===== src/rtl/fp_pkg.sv =====
// Shared float-normalisation types and constants.
// Latency: n/a (declarations only).
// Backpressure: n/a.
package fp_pkg;

    localparam int EXP_BIAS = 127;
    localparam int EXP_MAX  = 255;
    localparam int MANT_W   = 23;

    typedef enum logic [1:0] {
        IDLE  = 2'd0,
        NORM  = 2'd1,
        ROUND = 2'd2,
        DONE  = 2'd3
    } state_t;

endpackage


===== src/rtl/normalize_round_if.sv =====
// Handshake bundle between the adder stage, the normaliser and the consumer.
// Latency: n/a (wires only).
// Backpressure: inReady/outReady carry the valid-ready handshake both ways.
interface normalize_round_if;

    logic        inValid;
    logic        inReady;
    logic        signIn;
    logic [7:0]  exponentIn;
    logic [24:0] sumMantissa;
    logic        guardBit;
    logic        roundBit;
    logic        stickyBit;
    logic        outValid;
    logic        outReady;
    logic [31:0] result;
    logic        overflow;
    logic        underflow;

    // Producer/consumer side: drives sums in, takes results out.
    modport master (
        output inValid, signIn, exponentIn, sumMantissa,
               guardBit, roundBit, stickyBit, outReady,
        input  inReady, outValid, result, overflow, underflow
    );

    // Normaliser side.
    modport slave (
        input  inValid, signIn, exponentIn, sumMantissa,
               guardBit, roundBit, stickyBit, outReady,
        output inReady, outValid, result, overflow, underflow
    );

endinterface


===== src/rtl/round_nearest_even.sv =====
// Round-to-nearest-even increment decision and rounded mantissa.
// Latency: combinational.
// Backpressure: none.
module round_nearest_even
    import fp_pkg::*;
(
    input  logic [MANT_W:0]   mant,
    input  logic              g,
    input  logic              r,
    input  logic              s,
    output logic              inc,
    output logic [MANT_W+1:0] rounded
);

    // Round up above half, and on an exact half only when the lsb is odd.
    assign inc     = g & (r | s | mant[0]);
    assign rounded = {1'b0, mant} + {{(MANT_W+1){1'b0}}, inc};

endmodule


===== src/rtl/normalize_round.sv =====
// Normalises a raw adder sum, rounds RNE and packs an IEEE-754 single.
// Latency: 2 clocks accept-to-outValid, plus 1 per left shift (max 25).
// Backpressure: one op in flight; inReady only in IDLE, result held until outReady.
module normalize_round
    import fp_pkg::*;
(
    input  logic              clk,
    input  logic              rst_n,
    normalize_round_if.slave  bus
);

    state_t       state_q, state_nxt;
    logic         sign_q,  sign_nxt;
    logic [8:0]   exp_q,   exp_nxt;   // 9 bits so a carry past 254 is visible
    logic [23:0]  mant_q,  mant_nxt;  // bit 23 is the implicit one
    logic         g_q,     g_nxt;
    logic         r_q,     r_nxt;
    logic         s_q,     s_nxt;
    logic [31:0]  res_q,   res_nxt;
    logic         ovf_q,   ovf_nxt;
    logic         unf_q,   unf_nxt;

    logic         rnd_inc;
    logic [24:0]  rnd_mant;
    logic         rnd_carry;
    logic [8:0]   exp_rnd;
    logic [22:0]  frac_rnd;

    round_nearest_even u_rne (
        .mant    (mant_q),
        .g       (g_q),
        .r       (r_q),
        .s       (s_q),
        .inc     (rnd_inc),
        .rounded (rnd_mant)
    );

    // A carry out of rounding leaves 1.000..0, so dropping the low bit loses nothing.
    assign rnd_carry = rnd_inc & rnd_mant[24];
    assign exp_rnd   = exp_q + {8'd0, rnd_carry};
    assign frac_rnd  = rnd_carry ? rnd_mant[23:1] : rnd_mant[22:0];

    assign bus.inReady   = (state_q == IDLE);
    assign bus.outValid  = (state_q == DONE);
    assign bus.result    = res_q;
    assign bus.overflow  = ovf_q;
    assign bus.underflow = unf_q;

    // State and datapath registers; reset abandons any operation in flight.
    always_ff @(posedge clk or negedge rst_n) begin
        if (!rst_n) begin
            state_q <= IDLE;
            sign_q  <= 1'b0;
            exp_q   <= 9'd0;
            mant_q  <= 24'd0;
            g_q     <= 1'b0;
            r_q     <= 1'b0;
            s_q     <= 1'b0;
            res_q   <= 32'd0;
            ovf_q   <= 1'b0;
            unf_q   <= 1'b0;
        end else begin
            state_q <= state_nxt;
            sign_q  <= sign_nxt;
            exp_q   <= exp_nxt;
            mant_q  <= mant_nxt;
            g_q     <= g_nxt;
            r_q     <= r_nxt;
            s_q     <= s_nxt;
            res_q   <= res_nxt;
            ovf_q   <= ovf_nxt;
            unf_q   <= unf_nxt;
        end
    end

    // Next-state and datapath update for accept, normalise, round and hand-off.
    always_comb begin
        state_nxt = state_q;
        sign_nxt  = sign_q;
        exp_nxt   = exp_q;
        mant_nxt  = mant_q;
        g_nxt     = g_q;
        r_nxt     = r_q;
        s_nxt     = s_q;
        res_nxt   = res_q;
        ovf_nxt   = ovf_q;
        unf_nxt   = unf_q;

        case (state_q)
            IDLE: begin
                if (bus.inValid) begin
                    sign_nxt  = bus.signIn;
                    ovf_nxt   = 1'b0;
                    unf_nxt   = 1'b0;
                    state_nxt = NORM;
                    if (bus.sumMantissa[24]) begin
                        // Carry-out: fold the dropped bit into G/R/S.
                        mant_nxt = bus.sumMantissa[24:1];
                        g_nxt    = bus.sumMantissa[0];
                        r_nxt    = bus.guardBit;
                        s_nxt    = bus.roundBit | bus.stickyBit;
                        exp_nxt  = {1'b0, bus.exponentIn} + 9'd1;
                    end else begin
                        mant_nxt = bus.sumMantissa[23:0];
                        g_nxt    = bus.guardBit;
                        r_nxt    = bus.roundBit;
                        s_nxt    = bus.stickyBit;
                        exp_nxt  = {1'b0, bus.exponentIn};
                    end
                end
            end

            NORM: begin
                if ((mant_q == 24'd0) && !g_q && !r_q && !s_q) begin
                    res_nxt   = {sign_q, 31'd0};
                    state_nxt = DONE;
                end else if (exp_q == 9'd0) begin
                    // No denormals: anything that runs out of exponent flushes.
                    res_nxt   = {sign_q, 31'd0};
                    unf_nxt   = 1'b1;
                    state_nxt = DONE;
                end else if (mant_q[23]) begin
                    state_nxt = ROUND;
                end else begin
                    mant_nxt = {mant_q[22:0], g_q};
                    g_nxt    = r_q;
                    r_nxt    = 1'b0;
                    exp_nxt  = exp_q - 9'd1;
                end
            end

            ROUND: begin
                if (exp_rnd >= 9'(EXP_MAX)) begin
                    res_nxt = {sign_q, 8'hFF, 23'd0};
                    ovf_nxt = 1'b1;
                end else begin
                    res_nxt = {sign_q, exp_rnd[7:0], frac_rnd};
                end
                state_nxt = DONE;
            end

            DONE: begin
                if (bus.outReady) begin
                    state_nxt = IDLE;
                end
            end

            default: state_nxt = IDLE;
        endcase
    end

endmodule


===== src/flat_wrapper.sv =====
// flat-port wrapper written by rule: the top's interface ports become plain ports
module normalize_round_flat import fp_pkg::*;
  (clk, rst_n, bus_inValid, bus_signIn, bus_exponentIn, bus_sumMantissa, bus_guardBit, bus_roundBit, bus_stickyBit, bus_outReady, bus_inReady, bus_outValid, bus_result, bus_overflow, bus_underflow);
  normalize_round_if bus_i ();
  input  logic clk;
  input  logic rst_n;
  input wire logic [$bits(bus_i.inValid)-1:0] bus_inValid;
  input wire logic [$bits(bus_i.signIn)-1:0] bus_signIn;
  input wire logic [$bits(bus_i.exponentIn)-1:0] bus_exponentIn;
  input wire logic [$bits(bus_i.sumMantissa)-1:0] bus_sumMantissa;
  input wire logic [$bits(bus_i.guardBit)-1:0] bus_guardBit;
  input wire logic [$bits(bus_i.roundBit)-1:0] bus_roundBit;
  input wire logic [$bits(bus_i.stickyBit)-1:0] bus_stickyBit;
  input wire logic [$bits(bus_i.outReady)-1:0] bus_outReady;
  output wire logic [$bits(bus_i.inReady)-1:0] bus_inReady;
  output wire logic [$bits(bus_i.outValid)-1:0] bus_outValid;
  output wire logic [$bits(bus_i.result)-1:0] bus_result;
  output wire logic [$bits(bus_i.overflow)-1:0] bus_overflow;
  output wire logic [$bits(bus_i.underflow)-1:0] bus_underflow;
  assign bus_i.inValid = bus_inValid;
  assign bus_i.signIn = bus_signIn;
  assign bus_i.exponentIn = bus_exponentIn;
  assign bus_i.sumMantissa = bus_sumMantissa;
  assign bus_i.guardBit = bus_guardBit;
  assign bus_i.roundBit = bus_roundBit;
  assign bus_i.stickyBit = bus_stickyBit;
  assign bus_i.outReady = bus_outReady;
  assign bus_inReady = bus_i.inReady;
  assign bus_outValid = bus_i.outValid;
  assign bus_result = bus_i.result;
  assign bus_overflow = bus_i.overflow;
  assign bus_underflow = bus_i.underflow;
  normalize_round u_core (.clk(clk), .rst_n(rst_n), .bus(bus_i));
endmodule

===== config.mk =====
export PLATFORM = sky130hd
export DESIGN_NAME = normalize_round_flat
export DESIGN_NICKNAME = d
export VERILOG_FILES = /design/src/rtl/fp_pkg.sv /design/src/rtl/normalize_round_if.sv /design/src/rtl/round_nearest_even.sv /design/src/rtl/normalize_round.sv /design/src/flat_wrapper.sv
export SDC_FILE = /design/constraint.sdc
export NUM_CORES = 1
export LEC_CHECK = 0
export BUFFER_PORTS_ARGS = -buffer_cell sky130_fd_sc_hd__buf_2
export CORE_AREA = 3 3 108 79
export CTS_BUF_LIST = sky130_fd_sc_hd__clkbuf_8
export CTS_CLUSTER_SIZE = 12
export DETAILED_ROUTE_END_ITERATION = 8
export DIE_AREA = 0 0 111 82
export GPL_ROUTABILITY_DRIVEN = 0
export GPL_TIMING_DRIVEN = 0
export PLACE_DENSITY = 0.83
export SETUP_SLACK_MARGIN = 0.02
export SYNTH_ARGS = -nofsm -noshare
export SYNTH_HDL_FRONTEND = slang
export SYNTH_SLANG_ARGS = --single-unit

===== constraint.sdc =====
create_clock -name clk -period 5.4 [get_ports clk]
set_clock_uncertainty 0.1 [all_clocks]
set_input_delay 0.27 -clock clk [delete_from_list [all_inputs] [get_ports clk]]
set_output_delay 0.27 -clock clk [all_outputs]
set_load 0.01 [all_outputs]

==> results of run 1 <==
## cell type report
| class | count | area, um2 | area share |
|---|---|---|---|
| timing repair buffer | 76 | 388 | 0.0718 |
| buffer | 44 | 206 | 0.0382 |
| clock buffer | 10 | 138 | 0.0255 |
| inverter | 12 | 45.0 | 0.00833 |
| multi-input combinational | 418 | 2620 | 0.485 |
| sequential | 73 | 1830 | 0.338 |
| tap | 101 | 126 | 0.0234 |
| clock inverter | 6 | 51.3 | 0.00949 |
## kinds of logic (layout without fill, tap and decap cells)
group                      after synthesis  count (layout)  share of synthesized area
and+or+nand+nor                        209             209                      0.212
AOI/OAI and AO/OA                      138             138                      0.197
DFF                                     73              73                      0.389
buffers and inverters                   56             148                     0.0535
muxes                                   34              34                     0.0737
xor gates and xnor gates                28              28                     0.0522
adders and majority gates                9               9                     0.0239
## power by group
group / switching (mW) / leakage (nW) / internal, mW
Clock: 0.204 / 0.110 / 0.220
Sequential: 0.198 / 0.941 / 0.752
Combinational: 0.931 / 1.49 / 0.540
## how the worst min path moves through the flow
stage                                       end
after floorplan             u_core.bus.overflow
after global placement     u_core.bus.result[9]
after detailed placement  u_core.bus.result[12]
after CTS                         u_core.sign_q
after global routing              u_core.sign_q
final                             u_core.sign_q
## sequential cells by signal, summed over array words and instances (netlist names)
signal	cells
u_core.bus.overflow	1
u_core.bus.result	32
u_core.mant_q	24
u_core.g_q	1
u_core.r_q	1
u_core.s_q	1
u_core.bus.underflow	1
u_core.exp_q	9
u_core.state_q	2
u_core.sign_q	1
## worst reg2reg max path: stages, from the launching register on
cell and delay [ps]:
dfrtp_1 500, and2_1 200, ha_1 250, nand3_2 170
nor4_4 560, nand3b_2 260, inv_1 140, ha_1 230
and4_1 310, nand2_1 90, mux2i_1 140, a221o_1 360
buf_2 200, o21a_1 210, a32o_1 290
## metal layers
| layer | track usage | wire length, um |
|---|---|---|
| met5 | 0 | 0 |
| met4 | 0.0750 | 185 |
| met1 | 0.404 | 5830 |
| met2 | 0.444 | 5460 |
| met3 | 0.0530 | 1110 |
## through the flow
stage / setup WS (ps) / power, mW / area, um2 / util / instances
3_3_place_gp: 1460 / 2.34 / 5200 / 0.679 / 723
4_1_cts: 1350 / 2.81 / 5410 / 0.705 / 740
3_5_place_dp: 1340 / 2.39 / 5210 / 0.679 / 723
5_1_grt: 1060 / 3.06 / 5410 / 0.705 / 740
6_report: 1290 / 2.84 / 5410 / 0.705 / 740
2_1_floorplan: 1990 / 1.94 / 4700 / - / 547
## cell usage in the layout (no fill, tap or decap), types with 5 or more instances in the layout
cell type / instances
clkbuf_8: 10
xnor2_1: 19
and3_1: 13
o21ai_0: 42
a311oi_1: 6
o31ai_1: 11
xor2_1: 9
a21oi_1: 22
a31oi_1: 20
a22o_1: 7
inv_1: 15
ha_1: 9
nor4_1: 6
clkbuf_1: 20
dfrtp_1: 73
a32o_1: 7
nand3_1: 20
buf_2: 87
mux2i_1: 29
buf_4: 5
nand4_1: 9
nor2_1: 49
nand2b_1: 6
nand2_1: 79
nor3_1: 5
==> results.sh, run 1 <==
export IMPL_drt_iter0_drc=422
export IMPL_finalSetupTns_ps=0
export IMPL_power_leakage_nw=2.54
export IMPL_path_common_cell="ha_1"
export IMPL_finalMaxSlewViolations=0
export IMPL_drcViolationCount=0
export IMPL_required_ps=5540
export IMPL_nFillCells=618
export IMPL_whs_path_depth=2
export IMPL_wire_per_inst_um=17.0
export IMPL_arrival_ps=4240
export IMPL_cts_tree="built"
export IMPL_ir_drop_v=0.000235
export IMPL_rows=27
export IMPL_start_util=0.613
export IMPL_ioPinCount=77
export IMPL_cts_setup_buffers=0
export IMPL_period_share=0.760
export IMPL_drt_total_wl_um=12600
export IMPL_rr_endpoint="u_core.bus.result[6]"
export IMPL_gr_usage_all_layers=0.282
export IMPL_drt_vias_per_instance=6.12
export IMPL_crit_path_end="u_core.bus.result[6]"
export IMPL_ys_flop_type="dfrtp_1"
export IMPL_reg2reg_depth=14
export IMPL_synth_cell_types=58
export IMPL_yosysWarnings=0
export IMPL_path_cells="and2_1, ha_1, nand3_2, nor4_4, nand3b_2, inv_1, ha_1, and4_1, nand2_1, mux2i_1, a221o_1, buf_2, o21a_1, a32o_1"
export IMPL_num_antenna_cells=0
export IMPL_powerDensity_nw_per_um2=526
export IMPL_synth_largest_area_cell="dfrtp_1"
export IMPL_netlist_area_leader_share=0.389
export IMPL_setup_viol=0
export IMPL_ys_seq_elements=73
export IMPL_start_kind="register"
export IMPL_die_area_um2=9100
export IMPL_cts_repair_resized=0
export IMPL_die_width_um=111
export IMPL_synth_most_common_cell="nand2_1"
export IMPL_cts_buffer_depth=2
export IMPL_hold_buffers=1
export IMPL_drtAntennaViolNets=0
export IMPL_yosysSeqAreaShare=0.389
export IMPL_crit_start="u_core.g_q"
export IMPL_maxCapViolCount=0
export IMPL_port_buffers=75
export IMPL_fmax_mhz=244
export IMPL_async_flop_share=1.00
export IMPL_synth_avg_cell_area_um2=8.60
export IMPL_finalHoldViolCount=0
export IMPL_crit_slowest_cell="nor4_4"
export IMPL_insertion_delay_ps=350
export IMPL_die_height_um=82
export IMPL_cts_buffers=9
export IMPL_syn_nets=597
export IMPL_final_layout_size_suffix_gt1_frac=0.194
export IMPL_coreArea_um2=7670
export IMPL_end_kind="register"
export IMPL_vias=4527
export IMPL_finalNetCount=684
export IMPL_cp_num_buf_inv=2
export IMPL_worstMarginPinSlew_ps=925
export IMPL_hp_start="bus_signIn"
export IMPL_critical_path_top_delay_family="simple AND/OR/NAND/NOR gates"
export IMPL_clock_root_buffer="clkbuf_8"
export IMPL_crit_fanout=10
export IMPL_first_pass_iters=7
export IMPL_netlist_top_cells_count="79 x nand2_1, 73 x dfrtp_1, 49 x nor2_1"
export IMPL_grt_pass1_vias=4187
export IMPL_cp_num_cells=14
export IMPL_hold_class="input port to register"
export IMPL_rsz0062_at_grt="no"
export IMPL_syn_inst=547
export IMPL_htree_levels=3
export IMPL_place_hpwl_um=9510
export IMPL_reg2reg_slack_ps=1290
export IMPL_synth_edff_count=0
export IMPL_grt_start_max_net_pins=74
export IMPL_max_slew_margin_rel=0.383
export IMPL_areaGrowthSynthToFinish_pct=15.0
export IMPL_synthTopCellsByArea="dfrtp_1 39%, nand2_1 6.3%, mux2i_1 6.2%"
export IMPL_cp_slowest_stage_delay_ps=560
export IMPL_fin_crit_ps=4110
export IMPL_status="finished clean"
export IMPL_antenna_found_initial=0
export IMPL_syn_area_um2=4700
export IMPL_worst_setup_path_type="register to register"
export IMPL_cts_sinks=73
export IMPL_r2r_start="u_core.g_q"
export IMPL_grt_ovfl_total=0
export IMPL_whs_ps=76.6
export IMPL_grt_pass1_wl_um=20600
export IMPL_clkTransAtPathRegs_ps=80
Note: power is estimated with default switching activity, not from simulation.
==> inputs of run 2 (changes only) <==
--- a/config.mk
+++ b/config.mk
@@ -6,14 +6,14 @@
 export NUM_CORES = 1
 export LEC_CHECK = 0
 export BUFFER_PORTS_ARGS = -buffer_cell sky130_fd_sc_hd__buf_2
-export CORE_AREA = 3 3 108 79
+export CORE_AREA = 3 3 117 85
 export CTS_BUF_LIST = sky130_fd_sc_hd__clkbuf_8
 export CTS_CLUSTER_SIZE = 12
 export DETAILED_ROUTE_END_ITERATION = 8
-export DIE_AREA = 0 0 111 82
+export DIE_AREA = 0 0 120 88
 export GPL_ROUTABILITY_DRIVEN = 0
 export GPL_TIMING_DRIVEN = 0
-export PLACE_DENSITY = 0.83
+export PLACE_DENSITY = 0.75
 export SETUP_SLACK_MARGIN = 0.02
 export SYNTH_ARGS = -nofsm -noshare
 export SYNTH_HDL_FRONTEND = slang
==> constraint.sdc (replaced) <==
create_clock -name clk -period 3.7 [get_ports clk]
set_clock_uncertainty 0.1 [all_clocks]
set_input_delay 0.185 -clock clk [delete_from_list [all_inputs] [get_ports clk]]
set_output_delay 0.185 -clock clk [all_outputs]
set_load 0.01 [all_outputs]
==> run 2 against run 1 <==
Compared with the run above: largest power group unchanged; critical path type unchanged; register-to-register slack lost 1100 ps; count of clock-buffer cells in the layout grew 2; sequential share of layout area shrank 0.90 points; combinational power grew 47%; final cell count grew 3.6%; critical path depth is the same; setup slack lost 1100 ps.
==> results.sh, run 2 (synthesis results as in run 1) <==
export IMPL_crit_slowest_cell="dfrtp_2"
export IMPL_whs_ps=26.1
export IMPL_wire_per_inst_um=16.4
export IMPL_clkTransAtPathRegs_ps=80
export IMPL_worst_setup_path_type="register to register"
export IMPL_grt_ovfl_total=0
export IMPL_grt_pass1_vias=4064
export IMPL_crit_path_end="u_core.bus.result[12]"
export IMPL_finalMaxSlewViolations=0
export IMPL_cp_num_buf_inv=2
export IMPL_power_leakage_nw=2.59
export IMPL_worstMarginPinSlew_ps=904
export IMPL_finalSetupTns_ps=0
export IMPL_areaGrowthSynthToFinish_pct=18.3
export IMPL_r2r_start="u_core.g_q"
export IMPL_largest_reg_flops=32
export IMPL_status="finished clean"
export IMPL_setup_viol=0
export IMPL_multi_input_area_um2=2640
export IMPL_insertion_delay_ps=350
export IMPL_crit_fanout=10
export IMPL_ir_drop_v=0.000335
export IMPL_final_cell_mix="87 x buf_2, 79 x nand2_1, 71 x dfrtp_1"
export IMPL_die_height_um=88
export IMPL_required_ps=3830
export IMPL_drt_total_wl_um=12600
export IMPL_ioPinCount=77
export IMPL_end_kind="register"
export IMPL_fin_crit_ps=3480
export IMPL_final_cells=767
export IMPL_first_pass_iters=5
export IMPL_rsz0062_at_grt="no"
export IMPL_final_common_cell="buf_2"
export IMPL_maxCapViolCount=0
export IMPL_grt_start_max_net_pins=74
export IMPL_nFillCells=816
export IMPL_critical_path_top_delay_family="simple AND/OR/NAND/NOR gates"
export IMPL_finalNetCount=688
export IMPL_drt_vias_per_instance=5.81
export IMPL_die_area_um2=10600
export IMPL_cp_num_cells=14
export IMPL_reg2reg_slack_ps=220
export IMPL_cts_sinks=73
export IMPL_regArea_um2=1830
export IMPL_path_common_cell="ha_2"
export IMPL_rr_endpoint="u_core.bus.result[12]"
export IMPL_layout_setup_ws_ps=223
export IMPL_reg2reg_depth=14
export IMPL_cts_tree="built"
export IMPL_htree_levels=3
export IMPL_grt_pass1_wl_um=20600
export IMPL_final_layout_size_suffix_gt1_frac=0.212
export IMPL_hold_class="input port to register"
export IMPL_arrival_ps=3610
export IMPL_powerDensity_nw_per_um2=782
export IMPL_fin_util=0.620
export IMPL_coreArea_um2=8960
export IMPL_path_cells="and2_1, ha_2, nand3_2, nor4_4, nand3b_4, inv_1, ha_2, and4_4, nand2_1, mux2i_1, a221o_1, buf_2, o21a_2, a32o_1"
export IMPL_vias=4453
export IMPL_period_share=0.940
export IMPL_placedCellCount=746
export IMPL_drcViolationCount=0
export IMPL_die_width_um=120
export IMPL_fmax_mhz=288
export IMPL_cts_buffer_depth=2
export IMPL_clock_root_buffer="clkbuf_8"
export IMPL_place_hpwl_um=9530
export IMPL_gr_usage_all_layers=0.244
export IMPL_rows=29
export IMPL_drt_iter0_drc=497
export IMPL_place_ws_ps=-272
export IMPL_cp_slowest_stage_delay_ps=440
export IMPL_crit_start="u_core.g_q"
export IMPL_max_slew_margin_rel=0.397
export IMPL_start_util=0.525
export IMPL_antenna_found_initial=0
export IMPL_num_antenna_cells=0
export IMPL_start_kind="register"
export IMPL_drtAntennaViolNets=0
export IMPL_finalHoldViolCount=0
export IMPL_cts_buffers=9
export IMPL_port_buffers=75
## run 2: repair_timing
item / 4_1_cts / 5_1_grt
hold endpoints to repair: 74 / 0
hold buffers: 2 / 0
setup endpoints to repair: 27 / 21
setup buffers: 1 / 2
pin swaps: 1 / 1
gates resized for setup: 0 / 8
## run 2: final cells by class
cell class / instances / share of cell area
clock buffer: 12 / 0.0297
tap: 124 / 0.0279
timing repair buffer: 80 / 0.0756
inverter: 12 / 0.00810
sequential: 73 / 0.329
buffer: 44 / 0.0371
clock inverter: 4 / 0.0176
multi-input combinational: 418 / 0.475
## run 2: layer usage
layer	up-vias	GRT usage	part of all wire
li1	2145	-	-
met1	2098	0.382	0.51
met2	198	0.356	0.41
met3	12	0.0433	0.078
met4	0	0.0457	0.0060
met5	-	0	0
## run 2: tightest hold or removal path: stages
cell	delay, ps
buf_2	110
nand3b_1	80
o31ai_1	60
## run 2: through the flow
step           area (um2)  power (mW)
3_5_place_dp         5240        3.50
5_1_grt              5560        4.69
4_1_cts              5530        4.32
6_report             5560        4.35
2_1_floorplan        4700        2.83
3_3_place_gp         5230        3.43
## run 2: how the worst min path moves through the flow
stage | start | to | slack [ps] | depth (start not counted)
floorplan | rst_n | u_core.bus.overflow | -210 | 0
global placement | bus_signIn | u_core.sign_q | 320 | 2
detailed placement | rst_n | u_core.bus.result[23] | 270 | 1
CTS | bus_exponentIn[7] | u_core.exp_q[8] | 20 | 3
global route | bus_exponentIn[7] | u_core.exp_q[8] | 40 | 3
finish | bus_exponentIn[7] | u_core.exp_q[8] | 30 | 3
## run 2: power by group
group	internal (mW)	total [mW]	switching, mW	leakage [nW]
logic	0.797	2.16	1.36	1.53
clock network	0.504	0.808	0.304	0.129
registers	1.10	1.39	0.288	0.938
total	2.40	4.35	1.95	2.59
==> inputs of run 3 (changes only) <==
==> constraint.sdc (replaced) <==
create_clock -name clk -period 3.7 [get_ports clk]
set_clock_uncertainty 0.1 [all_clocks]
set_input_delay 0.37 -clock clk [delete_from_list [all_inputs] [get_ports clk]]
set_output_delay 0.37 -clock clk [all_outputs]
set_load 0.01 [all_outputs]
==> run 3 against run 2 <==
Compared with the run above: via count fell by 0.99%; final cell count down 0.26%; sequential share of layout area is 0.12 points higher; total power is essentially flat; hold slack improved by 27 ps; routed wire length is the same; die area is the same; clock power about the same; largest power group unchanged.
==> results.sh, run 3 (synthesis results as in run 1) <==
export IMPL_power_leakage_nw=2.59
export IMPL_ioPinCount=77
export IMPL_finalSetupTns_ps=0
export IMPL_cts_buffer_depth=2
export IMPL_final_layout_size_suffix_gt1_frac=0.212
export IMPL_powerDensity_nw_per_um2=785
export IMPL_rsz0062_at_grt="no"
export IMPL_required_ps=3830
export IMPL_finalMaxSlewViolations=0
export IMPL_worst_setup_path_type="register to register"
export IMPL_num_antenna_cells=0
export IMPL_drt_vias_per_instance=5.76
export IMPL_grt_ovfl_total=0
export IMPL_cts_sinks=73
export IMPL_grt_pass1_vias=4054
export IMPL_design_area_um2=5540
export IMPL_crit_fanout=10
export IMPL_nFillCells=815
export IMPL_grt_busiest_layer="met1"
export IMPL_largest_reg_flops=32
export IMPL_final_common_cell="buf_2"
export IMPL_place_hpwl_um=9530
export IMPL_rr_endpoint="u_core.bus.result[12]"
export IMPL_reg2reg_depth=14
export IMPL_port_buffers=75
export IMPL_wire_per_inst_um=16.5
export IMPL_first_pass_iters=6
export IMPL_clkTransAtPathRegs_ps=80
export IMPL_die_area_um2=10600
export IMPL_drcViolationCount=0
export IMPL_end_kind="register"
export IMPL_finalHoldViolCount=0
export IMPL_arrival_ps=3600
export IMPL_drt_iter0_drc=465
export IMPL_fin_util=0.618
export IMPL_grt_start_max_net_pins=74
export IMPL_fmax_mhz=288
export IMPL_htree_levels=3
export IMPL_die_height_um=88
export IMPL_areaGrowthSynthToFinish_pct=17.8
export IMPL_insertion_delay_ps=350
export IMPL_reg2reg_slack_ps=230
export IMPL_multi_input_area_um2=2640
export IMPL_start_kind="register"
export IMPL_drtAntennaViolNets=0
export IMPL_hold_buffers=0
export IMPL_met1_usage=0.381
export IMPL_rows=29
export IMPL_coreArea_um2=8960
export IMPL_fin_crit_ps=3470
export IMPL_worstMarginPinSlew_ps=900
export IMPL_drt_total_wl_um=12600
export IMPL_start_util=0.525
export IMPL_regArea_um2=1830
export IMPL_max_slew_margin_rel=0.400
export IMPL_antenna_found_initial=0
export IMPL_r2r_start="u_core.g_q"
export IMPL_maxCapViolCount=0
export IMPL_ir_drop_v=0.000334
export IMPL_status="finished clean"
export IMPL_vias=4409
export IMPL_use_met3=0.0433
export IMPL_place_area_um2=5240
export IMPL_period_share=0.937
export IMPL_finalNetCount=686
export IMPL_layout_setup_ws_ps=232
export IMPL_die_width_um=120
export IMPL_setup_viol=0
export IMPL_cts_tree="built"
export IMPL_use_met2=0.355
export IMPL_gr_usage_all_layers=0.244
export IMPL_hold_class="input port to async pin"
export IMPL_clock_root_buffer="clkbuf_8"
export IMPL_cts_buffers=9
export IMPL_grt_pass1_wl_um=20500
export IMPL_final_cell_mix="87 x buf_2, 79 x nand2_1, 71 x dfrtp_1"
export IMPL_place_ws_ps=-272
[run 3: cell types whose count changed in the layout (fill, tap and decap cells not counted), sizes merged]
cell         before  now
dlygate4sd3       2    0
[run 3: timing repair]
action	4_1_cts	5_1_grt
pin swaps	1	1
setup buffers	1	2
endpoints found under the setup margin	27	21
resized for setup	0	8
[run 3: worst max-delay path by stage]
stage	startpoint	to	slack, ps	depth (start not counted)
final	u_core.g_q	u_core.bus.result[12]	230	14
after detailed placement	u_core.g_q	u_core.bus.result[22]	-270	14
after global routing	u_core.g_q	u_core.bus.result[12]	50	14
after global placement	u_core.g_q	u_core.bus.result[20]	-220	14
after floorplan	u_core.g_q	u_core.bus.result[12]	290	14
after CTS	u_core.g_q	u_core.bus.result[12]	70	14
[run 3: area by class of cell]
cell class                      count  area share
Buffer                             44      0.0373
Clock buffer                       12      0.0298
Clock inverter                      4      0.0176
Inverter                           12     0.00813
Multi-Input combinational cell    418       0.477
Sequential cell                    73       0.330
Tap cell                          124      0.0280
Timing Repair Buffer               78      0.0723
[run 3: worst max-delay path: stages (launching register included)]
cell and delay [ps]:
dfrtp_2 440, and2_1 170, ha_2 230, nand3_2 140
nor4_4 320, nand3b_4 160, inv_1 120, ha_2 210
and4_4 260, nand2_1 70, mux2i_1 140, a221o_1 360
buf_2 200, o21a_2 180, a32o_1 250
[run 3: stage by stage]
stage | std cells | power, mW | hold WS, ps
final | 765 | 4.35 | 53.1
after global placement | 746 | 3.43 | 356
after CTS | 763 | 4.31 | 80.0
after global routing | 765 | 4.69 | 125
after detailed placement | 746 | 3.50 | 363
after floorplan | 547 | 2.83 | -25.6
[run 3: layer usage]
layer | routed length (um) | up-vias
met1 | 6410 | 2093
met5 | 0 | -
met2 | 5120 | 170
li1 | - | 2136
met3 | 982 | 10
met4 | 78 | 0
[run 3: report_power, final]
| part | switching, mW | internal [mW] |
|---|---|---|
| Combinational | 1.36 | 0.796 |
| Sequential | 0.290 | 1.10 |
| Clock | 0.306 | 0.504 |
| Total | 1.95 | 2.40 |
